**src/rtl/mips_pcgen.sv**
```systemverilog
// rtl/mips_pcgen.sv - next-PC generator with return-address stack and jr miss counter
module mips_pcgen #(
  parameter int              WIDTH     = 32,
  parameter int              RAS_DEPTH = 8,
  parameter logic [WIDTH-1:0] RESET_PC = '0
) (
  input  logic                           clk,
  input  logic                           reset,
  input  logic                           stall,
  input  logic                           pcsrc,
  input  logic [WIDTH-1:0]               signimm,
  input  logic                           jump,
  input  logic                           jal,
  input  logic                           jr,
  input  logic [25:0]                    instr_index,
  input  logic [WIDTH-1:0]               rs_value,
  output logic [WIDTH-1:0]               pc,
  output logic [WIDTH-1:0]               pcplus4,
  output logic [WIDTH-1:0]               ras_top,
  output logic [$clog2(RAS_DEPTH+1)-1:0] ras_count,
  output logic                           ras_pred_miss,
  output logic [15:0]                    miss_count
);

  localparam int PTR_W = $clog2(RAS_DEPTH);
  localparam int CNT_W = $clog2(RAS_DEPTH + 1);
  localparam logic [CNT_W-1:0] FULL = CNT_W'(RAS_DEPTH);

  logic [WIDTH-1:0] pc_q, pc_d;
  logic [PTR_W-1:0] top_q, top_d;
  logic [CNT_W-1:0] count_q, count_d;
  logic             pulse_q, pulse_d;
  logic [15:0]      miss_q, miss_d;

  // Stack entries carry no reset: validity is tracked solely by count_q.
  logic [WIDTH-1:0] ras_mem_q [RAS_DEPTH];
  logic             ras_we;
  logic [PTR_W-1:0] ras_waddr;
  logic             stack_empty;
  logic             miss;

  assign pcplus4     = pc_q + WIDTH'(4);
  assign stack_empty = (count_q == '0);
  assign ras_top     = stack_empty ? '0 : ras_mem_q[top_q];

  assign pc            = pc_q;
  assign ras_count     = count_q;
  assign ras_pred_miss = pulse_q;
  assign miss_count    = miss_q;

  // Next-PC select: jr beats jump/jal, which beat a taken branch.
  always_comb begin
    pc_d = pcplus4;
    if (jr) begin
      pc_d = rs_value;
    end else if (jump || jal) begin
      pc_d = {pcplus4[WIDTH-1:28], instr_index, 2'b00};
    end else if (pcsrc) begin
      pc_d = pcplus4 + (signimm << 2);
    end
  end

  // RAS push/pop/replace and jr prediction check against the pre-update top.
  always_comb begin
    top_d     = top_q;
    count_d   = count_q;
    ras_we    = 1'b0;
    ras_waddr = top_q + PTR_W'(1);
    miss      = jr && (stack_empty || (ras_top != rs_value));
    if (jal && (!jr || stack_empty)) begin
      // Plain push, or jalr on an empty stack; a full stack overwrites the oldest slot.
      ras_we = 1'b1;
      top_d  = top_q + PTR_W'(1);
      if (count_q != FULL) begin
        count_d = count_q + CNT_W'(1);
      end
    end else if (jal && jr) begin
      // jalr: consume the top as a return and push the new link in its place.
      ras_we    = 1'b1;
      ras_waddr = top_q;
    end else if (jr && !stack_empty) begin
      top_d   = top_q - PTR_W'(1);
      count_d = count_q - CNT_W'(1);
    end
    pulse_d = miss && !stall;
    miss_d  = (miss && (miss_q != 16'hFFFF)) ? miss_q + 16'd1 : miss_q;
  end

  // Architectural state: cleared asynchronously, frozen while stalled.
  always_ff @(posedge clk or posedge reset) begin
    if (reset) begin
      pc_q    <= RESET_PC;
      top_q   <= '0;
      count_q <= '0;
      miss_q  <= '0;
      pulse_q <= 1'b0;
    end else begin
      pulse_q <= pulse_d;
      if (!stall) begin
        pc_q    <= pc_d;
        top_q   <= top_d;
        count_q <= count_d;
        miss_q  <= miss_d;
      end
    end
  end

  // Stack entry write with the link address.
  always_ff @(posedge clk) begin
    if (ras_we && !stall && !reset) begin
      ras_mem_q[ras_waddr] <= pcplus4;
    end
  end

endmodule

```
**config.mk**
```make
export PLATFORM = sky130hd
export DESIGN_NAME = mips_pcgen
export DESIGN_NICKNAME = d
export VERILOG_FILES = /design/src/rtl/mips_pcgen.sv
export SDC_FILE = /design/constraint.sdc
export NUM_CORES = 1
export LEC_CHECK = 0
export BUFFER_PORTS_ARGS = -buffer_cell sky130_fd_sc_hd__buf_4
export CORE_ASPECT_RATIO = 1.25
export CORE_MARGIN = 2
export CORE_UTILIZATION = 64
export CTS_BUF_LIST = sky130_fd_sc_hd__clkbuf_2 sky130_fd_sc_hd__clkbuf_4 sky130_fd_sc_hd__clkbuf_8
export DETAILED_ROUTE_END_ITERATION = 8
export PLACE_DENSITY_LB_ADDON = 0.05
export SYNTH_ARGS = -nofsm -noshare
export SYNTH_HDL_FRONTEND = slang
export SYNTH_SLANG_ARGS = --single-unit
```
**constraint.sdc**
```tcl
create_clock -name clk -period 9.41 [get_ports clk]
set_input_delay 0.941 -clock clk [delete_from_list [all_inputs] [get_ports clk]]
set_output_delay 0.941 -clock clk [all_outputs]
set_load 0.02 [all_outputs]
```
==> impl_metrics.csv <==
group,metric,value,unit
logic_synthesis,syn_avg_cell_area,13.9,um^2
clock_network,clock-sinks,312,
routing,routed_wl,43300,um
routing,first_pass_iters,6,
die,coreArea,23700,um^2
run,drv_cap,0,
place,io_buffers,211,
critical_path,worstSetupEndpointType,"register",
logic_synthesis,netlist_instances,1108,
clock_network,post-cts-setup-buffer-count,0,
sta,drv_slew,0,
clock_network,path_clk_slew,60,ps
logic_synthesis,synth-edff-count,256,
routing,postRouteAntennaNets,0,
grt,grt_antenna_before_repair,0,
sta,tightest_slew,1130,ps
logic_synthesis,yosysSeqAreaShare,58.9,%
die,fp-row-count,63,
grt,grt_pass1_wl,64500,um
critical_path,cp_cell_sequence,"nand4_1 > nor3_1 > nor2b_1 > nand3_1 > xnor2_1 > ha_1 > a21o_1 > a21o_1 > a21oi_1 > o21ai_0 > a21o_1 > a21o_1 > a211oi_1 > xor2_1 > o221ai_1",
final_layout,nNetsFinal,1482,
grt,grt_max_degree,58,
logic_synthesis,synth_top_family_by_area,"multiplexers",
final_layout,drive_above_1_share,30.0,%
critical_path,crit_type,"reg -> reg",
critical_path,crit_arrival,5330,ps
logic_synthesis,synth-compound-area-share,8.72,%
clock_network,clockBufferDepth,3,
sta,setup_tns,0,ps
critical_path,cp_common_cell,"a21o_1",
place,place_ws,4690,ps
critical_path,slowest_stage,"xnor2_1",
routing,vias_per_cell,6.46,
logic_synthesis,synth_warnings,0,
logic_synthesis,mappedNetlistNets,1248,
outcome,status,"finished clean",
grt,grt_overflow,0,
sta,finalSetupViolations,0,
critical_path,crit_path_max_fanout,12,
logic_synthesis,synth_top_area_cell,"edfxtp_1",
place,dp.final_hpwl,29000,um
sta,slew_headroom,24.0,%
grt,grt_pass1_vias,10700,
power_and_ir_drop,power_density,263,nW/um^2
logic_synthesis,synth_xor_area_share,5.84,%
clock_network,htreeDepth,2,
die,num_io_pins,214,
sta,clock.fmax,0.205,GHz
place,place.gp.congestion,0.962,
final_layout,syn2layout_area_growth,19.4,%
logic_synthesis,syn_area,15400,um^2
logic_synthesis,synth_top_area_share,49.8,%
die,fp.dieW,143,um
sta,finalHoldViolations,0,
logic_synthesis,async_reset_ff_share,17.9,%
routing,routedWlPerCell,25.4,um
power_and_ir_drop,peakVddDrop,0.000162,V
clock_network,cts_buffers,46,
routing,dr.first_iter.drc_count,1085,
routing,drc,0,
die,die-height,178,um
die,initial_core_util,65.1,%
critical_path,startpoint_type,"register",
sta,worst_slack,4520,ps
critical_path,cp_top_family,"compound AO/OA/AOI/OAI gates",
critical_path,critical_path_required,9850,ps
final_layout,fillers,1480,
clock_network,ctsRootBufferMaster,"clkbuf_8",
logic_synthesis,synth_mux_area_share,11.9,%
worst_hold_path,hold_class,"reg -> reg",
logic_synthesis,synth_flop_cell,"edfxtp_1",
logic_synthesis,synthAdderAreaFrac,3.58,%
logic_synthesis,synth-seq-cells,312,
sta,rsz0062_at_grt,"false",
clock_network,cts_resized,0,
logic_synthesis,synthDistinctLibCells,64,
clock_network,cts_hold_buffers,0,
power_and_ir_drop,p_leak,7.03,nW
logic_synthesis,synth-simple-area-share,9.19,%
critical_path,path_buf_inv,0,
power_and_ir_drop,p_total,0.00484,W
routing,vias,11000,
sta,period_share,51.9,%
critical_path,cpPeakStageDelay,760,ps
die,dieArea,25400,um^2
logic_synthesis,synthTopCellsByArea,"edfxtp_1 (50%), mux4_2 (9.3%), dfrtp_1 (9.1%)",
clock_network,cts_tree,"done",
sta,period_minus_slack,4890,ps
clock_network,clk_latency,590,ps
grt,grt_use_total,34.8,%
final_layout,antennaDiodeCount,0,
sta,finClkSkew,38.5,ps
final_layout,utilization,77.7,%
[path summary, 6_finish.rpt]
kind	end	depth (start not counted)	start	slack [ps]
setup reg to reg	pc[28]	15	pc[4]	4520
min in group asynchronous	ras_count[3]	3	reset	630
hold / removal	miss_count[14]	1	miss_count[14]	500
max in group asynchronous	top_q[0]	3	reset	8130
hold reg to reg	miss_count[14]	1	miss_count[14]	500
setup / recovery	pc[28]	15	pc[4]	4520
[area by class of cell]
class	count	area (um^2)	share of cell area, %
Clock buffer	71	865	4.69
Tap cell	325	407	2.21
Sequential cell	312	9090	49.3
Clock inverter	14	131	0.713
Timing Repair Buffer	236	1770	9.61
Multi-Input combinational cell	735	6120	33.2
Inverter	11	41.3	0.224
[state kept, by name, summed over array words and instances (netlist names)]
name and cells:
miss_count 16, ras_pred_miss 1, ras_mem_q 256, ras_count 4, top_q 3, pc 32
[stage by stage]
stage	instance area (um^2)	hold slack, ps	instances
detailed placement	17400	491	1619
finish	18400	500	1704
floorplan	15400	592	1108
global placement	17400	478	1619
global route	18400	515	1704
CTS	18400	504	1704
[cell usage after synthesis, drive strengths merged (4+ instances only)]
master / n
a211o: 7
a211oi: 18
a21o: 19
a21oi: 49
a22o: 4
a22oi: 7
a31oi: 6
and2: 7
and3: 26
and4: 10
buf: 27
clkbuf: 23
dfrtp: 56
edfxtp: 256
ha: 41
inv: 11
mux2: 4
mux2i: 35
mux4: 64
nand2: 53
nand3: 36
nand4: 18
nor2: 88
nor2b: 4
nor3: 18
nor3b: 4
nor4: 4
o211ai: 5
o21a: 5
o21ai: 47
o21bai: 4
o221ai: 8
o22ai: 7
or3: 4
xnor2: 79
xor2: 24
[cells by family after synthesis]
kind of cell	after synthesis
AO/OA/AOI/OAI	206
AND/OR/NAND/NOR	280
buffers and inverters	61
XOR/XNOR	103
adder cells (fa/ha/maj)	43
flip-flops	312
multiplexers	103
[power by group]
group | internal, W | total [W] | switching (W)
combinational | 0.000823 | 0.00193 | 0.00111
clock | 0.000646 | 0.00116 | 0.000513
sequential | 0.00163 | 0.00176 | 0.000122
total | 0.00310 | 0.00484 | 0.00174
[metal layers]
layer / track usage, % / up-vias / share of wire [%]
met4: 13.7 / 0 / 3.9
met1: 48.5 / 5417 / 38
met2: 55.7 / 686 / 48
met3: 5.40 / 117 / 9.4
met5: 0 / - / 0
li1: - / 4784 / -
[cell usage in the layout, fill, tap and decap left out, types with 28 or more instances in the layout]
cell type  netlist  final
a21oi_1         48     48
buf_4            6    236
clkbuf_8         0     53
dfrtp_1         56     53
edfxtp_1       256    256
ha_1            41     41
mux2i_1         35     35
mux4_2          64     64
nand2_1         53     53
nand3_1         28     28
nor2_1          88     80
o21ai_0         47     47
xnor2_1         79     79
Note: power is estimated with default switching activity, not from simulation.
